[config.mk]
export PLATFORM = sky130hd
export DESIGN_NAME = sprite_draw_engine
export DESIGN_NICKNAME = d
export VERILOG_FILES = /design/src/rtl/sprite_draw_engine.sv
export SDC_FILE = /design/constraint.sdc
export NUM_CORES = 1
export LEC_CHECK = 0
export CAP_MARGIN = 20
export CORE_ASPECT_RATIO = 2
export CORE_MARGIN = 4
export CORE_UTILIZATION = 47
export DETAILED_ROUTE_END_ITERATION = 10
export PLACE_DENSITY = 0.9
export SYNTH_ARGS = -nofsm -noshare
export SYNTH_HDL_FRONTEND = slang
export SYNTH_SLANG_ARGS = --single-unit
[constraint.sdc]
create_clock -name clock -period 4.2 [get_ports clock]
set_input_delay 0.42 -clock clock [delete_from_list [all_inputs] [get_ports clock]]
set_output_delay 0.42 -clock clock [all_outputs]
set_load 0.05 [all_outputs]
[src/rtl/sprite_draw_engine.sv]
// sprite_draw_engine: scans a SPRITE_W x SPRITE_H box row-major, reading the char or background ROM and plotting pixels.
// Optional macro SPRITE_TRANSPARENCY_EN: character pixels equal to TRANSPARENT_COLOUR are not plotted.
module sprite_draw_engine #(
  parameter int SPRITE_W = 8,
  parameter int SPRITE_H = 8,
  parameter int COLOUR_W = 9,
  parameter logic [COLOUR_W-1:0] TRANSPARENT_COLOUR = 9'h1FF
) (
  input  logic                clock,
  input  logic                resetn,
  input  logic                drawBG,
  input  logic                drawChar,
  input  logic [8:0]          xCoordinate,
  input  logic [7:0]          yCoordinate,
  output logic [7:0]          char_addr,
  input  logic [COLOUR_W-1:0] char_data,
  output logic [16:0]         bg_addr,
  input  logic [COLOUR_W-1:0] bg_data,
  output logic [8:0]          vga_x,
  output logic [7:0]          vga_y,
  output logic [COLOUR_W-1:0] vga_colour,
  output logic                plot,
  output logic                doneBG,
  output logic                doneChar,
  output logic                busy,
  output logic [2:0]          fsm_state
);

  localparam int CW = (SPRITE_W > 1) ? $clog2(SPRITE_W) : 1;
  localparam int RW = (SPRITE_H > 1) ? $clog2(SPRITE_H) : 1;

`ifdef SPRITE_TRANSPARENCY_EN
  localparam bit KEY_EN = 1'b1;
`else
  localparam bit KEY_EN = 1'b0;
`endif

  typedef enum logic [2:0] {
    IDLE     = 3'd0,
    RUN_BG   = 3'd1,
    RUN_CHAR = 3'd2,
    FLUSH    = 3'd3,
    DONE     = 3'd4
  } state_t;

  state_t state, state_next;

  logic          prev_bg, prev_char, pend_bg, pend_char;
  logic          rise_bg, rise_char, want_bg, want_char;
  logic          start_bg, start_char, running, draw_char;
  logic [8:0]    x_lat;
  logic [7:0]    y_lat;
  logic [CW-1:0] col;
  logic [RW-1:0] row;
  logic          last_pix;
  logic [9:0]    scr_x;
  logic [8:0]    scr_y;
  logic [16:0]   y17, pix_bg_addr;
  logic [7:0]    pix_char_addr;
  logic          in_bounds;
  logic          pipe_valid, pipe_char, pipe_in, keyed;

  // A request starts a draw only on its rising edge; edges that cannot start now are held pending.
  assign rise_bg   = drawBG & ~prev_bg;
  assign rise_char = drawChar & ~prev_char;
  assign want_bg   = pend_bg | rise_bg;
  assign want_char = pend_char | rise_char;

  assign last_pix = (col == CW'(SPRITE_W - 1)) && (row == RW'(SPRITE_H - 1));

  // Screen position is kept one bit wider than the screen so clipped pixels never wrap.
  assign scr_x         = {1'b0, x_lat} + 10'(col);
  assign scr_y         = {1'b0, y_lat} + 9'(row);
  assign y17           = 17'(scr_y);
  assign pix_bg_addr   = (y17 << 8) + (y17 << 6) + 17'(scr_x);
  assign pix_char_addr = 8'(row) * 8'(SPRITE_W) + 8'(col);
  assign in_bounds     = (scr_x < 10'd320) && (scr_y < 9'd240);

  always_ff @(posedge clock or negedge resetn) begin
    if (!resetn) state <= IDLE;
    else         state <= state_next;
  end

  always_comb begin
    state_next = state;
    start_bg   = 1'b0;
    start_char = 1'b0;
    case (state)
      IDLE, DONE: begin
        if (want_bg) begin
          start_bg   = 1'b1;
          state_next = RUN_BG;
        end else if (want_char) begin
          start_char = 1'b1;
          state_next = RUN_CHAR;
        end else begin
          state_next = IDLE;
        end
      end
      RUN_BG, RUN_CHAR: if (last_pix) state_next = FLUSH;
      FLUSH:            state_next = DONE;
      default:          state_next = IDLE;
    endcase
  end

  always_comb begin
    busy      = (state != IDLE);
    running   = 1'b0;
    doneBG    = 1'b0;
    doneChar  = 1'b0;
    char_addr = '0;
    bg_addr   = '0;
    case (state)
      RUN_BG, RUN_CHAR: begin
        running   = 1'b1;
        char_addr = pix_char_addr;
        bg_addr   = pix_bg_addr;
      end
      DONE: begin
        doneBG   = ~draw_char;
        doneChar = draw_char;
      end
      default: ;
    endcase
  end

  assign fsm_state = state;

  always_ff @(posedge clock or negedge resetn) begin
    if (!resetn) begin
      prev_bg   <= 1'b0;
      prev_char <= 1'b0;
      pend_bg   <= 1'b0;
      pend_char <= 1'b0;
      draw_char <= 1'b0;
      x_lat     <= '0;
      y_lat     <= '0;
      col       <= '0;
      row       <= '0;
    end else begin
      prev_bg   <= drawBG;
      prev_char <= drawChar;
      pend_bg   <= want_bg & ~start_bg;
      pend_char <= want_char & ~start_char;
      if (start_bg || start_char) begin
        x_lat     <= xCoordinate;
        y_lat     <= yCoordinate;
        draw_char <= start_char;
        col       <= '0;
        row       <= '0;
      end else if (running) begin
        if (col == CW'(SPRITE_W - 1)) begin
          col <= '0;
          row <= row + 1'b1;
        end else begin
          col <= col + 1'b1;
        end
      end else begin
        col <= '0;
        row <= '0;
      end
    end
  end

  // Position and slot validity travel alongside the one-cycle ROM read.
  always_ff @(posedge clock or negedge resetn) begin
    if (!resetn) begin
      pipe_valid <= 1'b0;
      pipe_char  <= 1'b0;
      pipe_in    <= 1'b0;
      vga_x      <= '0;
      vga_y      <= '0;
    end else begin
      pipe_valid <= running;
      pipe_char  <= draw_char;
      pipe_in    <= in_bounds;
      vga_x      <= scr_x[8:0];
      vga_y      <= scr_y[7:0];
    end
  end

  assign keyed      = KEY_EN && pipe_char && (char_data == TRANSPARENT_COLOUR);
  assign plot       = pipe_valid && pipe_in && !keyed;
  assign vga_colour = pipe_valid ? (pipe_char ? char_data : bg_data) : '0;

endmodule

==> results.md <==
- First-pass GRT wire length: 13600 µm
- Worst setup EP type: output pin
- Layout area overhead: 49.8%
- RSZ-0062 raised after global routing: true
- CP max stage cell: dfrtp_1
- Post-synthesis cell area: 3070 µm²
- Die span in x: 65.1 µm
- Family with the most delay on the worst path: adder cells
- Antenna violations before repair: 0
- Final setup margin: -0.0407 ns
- Min-Delay Path Class: input port to async pin
- CP Class: flip-flop to output pin
- Filler cell count: 418
- Most common cell after layout, fill and taps aside: clkdlybuf4s50_1
- Crit share post-route: 101%
- Hold_buf cts: 0
- Post-synth ARST share: 100%
- Remaining antenna violation count: 0
- Most frequent cells in the layout: clkdlybuf4s50_1 (84), dfrtp_1 (51), ha_1 (18)
- Starting Density: 48.6%
- Drt wl/cell: 19.6 µm
- CP max stage delay: 0.42 ns
- CTS clock-pin slew for the worst setup and hold paths: 0.06 ns
- Vias in the first global route: 2757
- Port buffer count: 94
- Maximum clock rate: 236 MHz
- WL final: 9160 µm
- Status: complete, but fails checks
- Die footprint: 7960 µm²
- EDFF count, synth: 0
- Crit path buf inv count: 2
- Critical Path Start Type: flip-flop
- Final Hold Fails: 0
- Crit-path max FO: 5
- Core Area: 6310 µm²
- Post-synthesis sequential area ratio: 41.6%
- CTS sink cnt: 51
- CTS root buf: clkbuf_16
- Area of the multi-input gates: 1910 µm²
- Most used DFF post-synth: dfrtp_1
- Ys Warns: 0
- Yosys cell types: 51
- #FFs+latches synth: 51
- Routed vias/inst: 5.53
- Row cnt: 41
- TritonRoute pass-1 iters: 4
- CP arrival: 3.82 ns
- # IOs: 97
- Initial DRC Count: 81
- DRC viols: 0
- Synth Area per Inst: 11.1 µm²
- Clock Latency Late Sink: 0.29 ns
- Skew final: 0.00575 ns
- H-tree depth: 2
- Crit path cell chain: ha_1 > a21o_1 > a21oi_4 > nor2_1 > and3_1 > xor2_2 > ha_1 > ha_2 > a21o_1 > buf_4 > o41ai_4 > xor2_1 > nor2_2 > buf_12
- Largest net degree at the start of global routing: 52
- Final Max Tran Viols: 0
- RD Place Congestion: 0.828
- Worst Tran Pin Value: 0.802 ns
- Final nets: 451
- Violated checks: setup timing
- GRT Resource Usage Total: 22.7%
- Req. time, crit path: 3.78 ns
- Tmin final: 4.24 ns
- Final HPWL DP: 6030 µm
- N_diodes: 0
- Fraction of layout cells with a size suffix above 1: 23.0%
- Max Root-Sink Buffers: 2
- Clock buffer count from CTS: 5
- Routed vias: 2589
- Total congestion overflow: 0
- Final setup viols: 3
- Max cap viols: 0
- Cell count after synthesis: 277
- Slew margin rel.: 46.5%
- FF/Latch Area: 1280 µm²
- TritonCTS clock tree: yes
- Setup TNS: -0.0885 ns
- Die H: 122 µm
sequential cells by signal (all words and copies together) (netlist names):
register    cells
col             3
draw_char       1
fsm_state       3
pend_bg         1
pend_char       1
pipe_char       1
pipe_in         1
pipe_valid      1
prev_bg         1
prev_char       1
row             3
vga_x           9
vga_y           8
x_lat           9
y_lat           8
final cells by class:
class / count / area share [%]
clock inverter: 1 / 0.109
multi-input combinational: 207 / 41.6
clock buffer: 7 / 2.89
tap: 86 / 2.34
timing repair buffer: 107 / 24.5
sequential: 51 / 27.8
inverter: 9 / 0.790
worst paths after layout:
check                                 startpoint                        to  slack [ns]  depth (start not counted)
setup / recovery              row[1]$_DFFE_PN0P_               bg_addr[14]       -0.04                         14
hold / removal                            resetn      x_lat[7]$_DFFE_PN0N_        0.25                          2
setup reg to reg            y_lat[0]$_DFFE_PN0N_         pipe_in$_DFF_PN0_        1.99                          8
hold reg to reg            draw_char$_DFFE_PN0N_       pipe_char$_DFF_PN0_        0.43                          0
max in group asynchronous                 resetn  fsm_state[2]$_DFFE_PN0P_        3.50                          2
min in group clock         draw_char$_DFFE_PN0N_       pipe_char$_DFF_PN0_        0.43                          0
synth_stat cells (6+ instances only):
| library cell | number | area [µm²] |
|---|---|---|
| mux2_2 | 17 | 191 |
| xnor2_1 | 10 | 87.6 |
| nand2_1 | 13 | 48.8 |
| a21o_1 | 6 | 45.0 |
| a21oi_1 | 11 | 55.1 |
| nor3_1 | 6 | 30.0 |
| nor2_1 | 18 | 67.6 |
| mux2i_1 | 11 | 110 |
| dfrtp_1 | 51 | 1280 |
| ha_1 | 26 | 325 |
| inv_1 | 8 | 30.0 |
| xor2_1 | 9 | 78.8 |
| and2_1 | 17 | 106 |
| nor2b_1 | 12 | 75.1 |
through the flow:
stage | std cells | setup slack, ns | area (µm²) | hold slack, ns | utilization (%)
6_report | 468 | -0.0407 | 4590 | 0.251 | 72.8
5_1_grt | 468 | -0.208 | 4590 | 0.305 | 72.8
4_1_cts | 465 | 0.0136 | 4430 | 0.270 | 70.3
3_5_place_dp | 453 | 0.00202 | 4190 | 0.426 | 66.5
3_3_place_gp | 453 | 0.117 | 4190 | 0.416 | 66.5
2_1_floorplan | 278 | -0.0600 | 3090 | 0.124 | -
per-layer routing:
metal	global-route usage, %	vias to the layer above	wire (µm)
met1	22.7	1282	2930
li1	-	1164	-
met5	0	-	0
met3	4.49	35	575
met2	42.8	108	5140
met4	12.2	0	512
kinds of logic (layout without fill, tap and decap cells):
group                      after synthesis  in the layout  synth area share, %
and+or+nand+nor                         84             84                 14.6
AOI/OAI and AO/OA                       43             43                 10.8
other                                    1              2                0.122
adders and majority gates               31             31                 13.9
muxes                                   28             28                 9.83
xor gates and xnor gates                19             19                 5.43
DFF                                     51             51                 41.6
buffers and inverters                   20            124                 3.67
what timing repair did:
| item | CTS | global route |
|---|---|---|
| setup endpoints to repair | 4 | 6 |
| pin swaps | 9 | 11 |
| setup buffers | 4 | 3 |
| cloned | 0 | 0 |
| resized for setup | 13 | 23 |
Power is left out: the tool's default activity adds up to more than one toggle a clock period on the data nets, which glitch-free logic cannot reach.
